### config.mk
export PLATFORM = sky130hd
export DESIGN_NAME = seq_mult_shift_add
export DESIGN_NICKNAME = d
export VERILOG_FILES = /design/src/rtl/seq_mult_shift_add.sv
export SDC_FILE = /design/constraint.sdc
export NUM_CORES = 1
export LEC_CHECK = 0
export ABC_CLOCK_PERIOD_IN_PS = 3590
export CORE_UTILIZATION = 40
export CTS_CLUSTER_SIZE = 25
export DETAILED_ROUTE_END_ITERATION = 8
export RECOVER_POWER = 50
export SETUP_SLACK_MARGIN = 0.2
export SLEW_MARGIN = 10
export SYNTH_ARGS = -nofsm -noshare
export SYNTH_HDL_FRONTEND = slang
export SYNTH_SLANG_ARGS = --single-unit
export TNS_END_PERCENT = 5
### constraint.sdc
create_clock -name clk -period 3.59 [get_ports clk]
set_clock_uncertainty 0.2 [all_clocks]
set_input_delay 0.5385 -clock clk [delete_from_list [all_inputs] [get_ports clk]]
set_output_delay 0.5385 -clock clk [all_outputs]
set_load 0.01 [all_outputs]
### src/rtl/seq_mult_shift_add.sv
// Sequential unsigned shift-and-add multiplier: one WIDTH+1-bit add per cycle,
// WIDTH cycles per product, start/busy/done handshake.
module seq_mult_shift_add #(
  parameter int WIDTH = 5,
  parameter int CNT_W = 3
) (
  input  logic                 clk,
  input  logic                 rst,
  input  logic                 start,
  input  logic [WIDTH-1:0]     a,
  input  logic [WIDTH-1:0]     b,
  output logic                 busy,
  output logic                 done,
  output logic [2*WIDTH-1:0]   product
);

  localparam logic [0:0] IDLE = 1'b0;
  localparam logic [0:0] RUN  = 1'b1;
  localparam logic [CNT_W-1:0] LAST_ITER = CNT_W'(WIDTH - 1);

  generate
    if (WIDTH < 2 || (2 ** CNT_W) <= WIDTH) begin : g_bad_params
      $error("seq_mult_shift_add: need WIDTH >= 2 and 2**CNT_W > WIDTH");
    end
  endgenerate

  logic [0:0]           state_reg,   state_next;
  logic [WIDTH-1:0]     mcand_reg,   mcand_next;
  logic [WIDTH-1:0]     mplier_reg,  mplier_next;
  logic [2*WIDTH-1:0]   acc_reg,     acc_next;
  logic [CNT_W-1:0]     cnt_reg,     cnt_next;
  logic [2*WIDTH-1:0]   product_reg, product_next;
  logic                 done_reg,    done_next;

  logic [WIDTH:0]       addend;
  logic [WIDTH:0]       sum;
  logic [2*WIDTH-1:0]   acc_step;

  // One iteration: add into the upper half, then shift {carry, acc} right.
  always_comb begin
    addend   = mplier_reg[0] ? {1'b0, mcand_reg} : '0;
    sum      = {1'b0, acc_reg[2*WIDTH-1:WIDTH]} + addend;
    acc_step = {sum, acc_reg[WIDTH-1:1]};
  end

  always_comb begin
    state_next   = state_reg;
    mcand_next   = mcand_reg;
    mplier_next  = mplier_reg;
    acc_next     = acc_reg;
    cnt_next     = cnt_reg;
    product_next = product_reg;
    done_next    = 1'b0;
    case (state_reg)
      IDLE: begin
        if (start) begin
          mcand_next  = a;
          mplier_next = b;
          acc_next    = '0;
          cnt_next    = '0;
          state_next  = RUN;
        end
      end
      RUN: begin
        acc_next    = acc_step;
        mplier_next = mplier_reg >> 1;
        cnt_next    = cnt_reg + CNT_W'(1);
        if (cnt_reg == LAST_ITER) begin
          product_next = acc_step;
          done_next    = 1'b1;
          state_next   = IDLE;
        end
      end
      default: state_next = IDLE;
    endcase
  end

  always_ff @(posedge clk) begin
    if (rst) begin
      state_reg   <= IDLE;
      mcand_reg   <= '0;
      mplier_reg  <= '0;
      acc_reg     <= '0;
      cnt_reg     <= '0;
      product_reg <= '0;
      done_reg    <= 1'b0;
    end else begin
      state_reg   <= state_next;
      mcand_reg   <= mcand_next;
      mplier_reg  <= mplier_next;
      acc_reg     <= acc_next;
      cnt_reg     <= cnt_next;
      product_reg <= product_next;
      done_reg    <= done_next;
    end
  end

  assign busy    = (state_reg == RUN);
  assign done    = done_reg;
  assign product = product_reg;

endmodule

==> metrics <==
Vias=1162; R2R depth=8; # IOs=25; n_diodes=0; status=finished, final reports clean; Synth cell types=29; # DRC=0; Required @ worst endpoint=3.57 ns; Synth async-reset ratio=0%; register area share after synthesis=45.2%; Setup CP Type=in -> reg; area delta synth->final=24.3%; utilization after layout=53.9%; Routed Antenna Nets=0; die area=4010 um2; sequential power share=49.1%; commonest non-fill, non-tap cell in the layout=dfxtp_1; final hold slack=0.237 ns; most frequent cells in the layout=dfxtp_1, nor2_1, a21oi_1, clkdlybuf4s50_1; top achievable clock speed=382 MHz; Max Cap Viol=0; RePlAce Congestion=0.729; clock sink count=34; first-pass GRT wire length=5.01 mm; die height=63.3 um; Yosys reg bits=34; # resized after CTS=0; syn_nets=185; crit-path max FO=16; clock-pin slew of the registers on the worst-case setup and hold paths=0.07 ns; dpl cell area=1770 um2; H-tree level count=2; Net Sw Frac=22.5%; CTS tree=done; Pwr per Cell Area=427 nW/um2; Syn Std Cell Area=1510 um2; hold worst-path end=product[9]$_SDFFE_PP0P_; R2R Path Start=mplier_reg[0]$_SDFFE_PP0P_; worst vdd ir=0.192 mV; Die X=63.3 um; vias in the first global route=1123; final setup vio count=0; DRT Pass-1 Iters=4; final hold violation count=0; internal power=619 uW; initial antenna violation count=0; PortBufs=24; Tightest Pin Transition=0.922 ns; Worst slew margin=38.2%; number of synthesized flops with an enable pin=0; hold path depth=2; worst hold path class=reg -> reg; # rows=21; filler instances=344; Final Total Pwr=799 uW; Worst path max stage delay=0.69 ns; minimum clock period=2.62 ns; slowest cell on the critical path=clkbuf_1; DP HPWL=1.99 mm; Comb pwr share=7.6%; Clk pwr share=43.2%; Core Box Area=3470 um2; crit end category=register; grt total ovfl=0; CTS max path bufs=2; Starting Density=43.4%; worst-path cell chain=dlygate4sd3_1 -> clkbuf_1 -> nor2b_1 -> mux2i_1 -> nor2_1; top_reg_cell synth=dfxtp_1; cts bufs inserted=5; layout cells sized above 1=6.42%; routed len/inst=12.4 um; root buf cell=clkbuf_8; Ys Warns=0; Crit path buffers/inverters=2; RSZ-0062 raised after global routing=no; worst-skew pair later-pin latency=0.29 ns; Setup crit start kind=input pin; Setup TNS=0 ns; WP data arrival=2.59 ns; NumNets Final=207; # Post-CTS Setup Buffers=0; largest net degree at the start of global routing=35; DRT iter0 DRCs=41; r2r endpoint=acc_reg[8]$_SDFFE_PP0P_; static leakage=0.812 nW; Final Cycle Share=72.9%; syn avg cell area=9.18 um2; Total GRT Usage=16.5%; Worst R2R Setup Slack=1.21 ns; CTS Hold Bufs=0; HP Start=product[9]$_SDFFE_PP0P_; CP delay by family, top=buffers and inverters; Routed WL=2.88 mm; switching power total=180 uW; Slew Viols, Final=0; design area=1870 um2; launch point of the worst path=start; Mapped Cells=164; vias per cell=4.99; max reg flops=10
==> cells by family after synthesis <==
group / share of synthesized area (%)
AO/OA/AOI/OAI: 12.7
XOR/XNOR: 1.75
adder cells (fa/ha/maj): 7.15
buffers and inverters: 5.49
flip-flops: 45.2
multiplexers: 7.32
AND/OR/NAND/NOR: 20.4
==> synthesized netlist by cell type, types with 3 or more instances <==
cell type	n	share of area, %
dfxtp_1	34	45
nor2_1	25	6.2
a21oi_1	15	5.0
mux2i_1	11	7.3
a22o_1	9	5.2
buf_2	9	3.0
nand2_1	8	2.0
ha_1	7	5.8
inv_1	6	1.5
nor3_1	5	1.7
nor3b_1	5	2.5
and2_1	4	1.7
nor2b_1	3	1.2
o21ai_0	3	1.0
==> per-stage QoR <==
stage,instances,setup WS (ns)
after floorplan,164,1.48
after global placement,225,1.19
after detailed placement,225,1.15
after CTS,233,1.22
after global routing,233,0.816
final,233,0.974
==> power by group through the flow <==
stage	combinational [mW]	clock, mW	sequential (mW)
2_1_floorplan	0.0421	0	0.399
5_1_grt	0.0676	0.374	0.394
6_report	0.0611	0.345	0.393
3_5_place_dp	0.0622	0	0.401
4_1_cts	0.0623	0.357	0.393
3_3_place_gp	0.0599	0	0.401
==> worst min-delay path, delay by kind of cell, from the launching register on <==
family,cells,cell delay [ns]
flip-flops,1,0.31
AND/OR/NAND/NOR,2,0.09
==> per-layer routing <==
| metal | share of wire (%) | GRT usage, % | vias to the layer above |
|---|---|---|---|
| li1 | - | - | 600 |
| met4 | 2.4 | 8.52 | 0 |
| met1 | 49 | 18.8 | 526 |
| met3 | 4.4 | 5.98 | 9 |
| met5 | 0 | 0 | - |
| met2 | 45 | 26.9 | 27 |
==> cell type report <==
class	count	area, um2	share of cell area (%)
clock buffers	5	68.8	3.68
clock inverters	3	40.0	2.14
inverters	6	22.5	1.20
multi-input cells	112	742	39.7
flip-flops and latches	34	681	36.4
well taps	46	57.6	3.08
repair buffers	27	259	13.8
==> how the worst max path moves through the flow <==
stage	cells past startpoint	slack, ns	to
3_3_place_gp	4	1.19	acc_reg[8]$_SDFFE_PP0P_
3_5_place_dp	4	1.15	acc_reg[8]$_SDFFE_PP0P_
5_1_grt	5	0.82	mcand_reg[1]$_SDFFE_PP0P_
2_1_floorplan	8	1.48	acc_reg[8]$_SDFFE_PP0P_
6_report	5	0.97	mcand_reg[1]$_SDFFE_PP0P_
4_1_cts	8	1.22	acc_reg[8]$_SDFFE_PP0P_
Power figures use the tool's default switching activity.
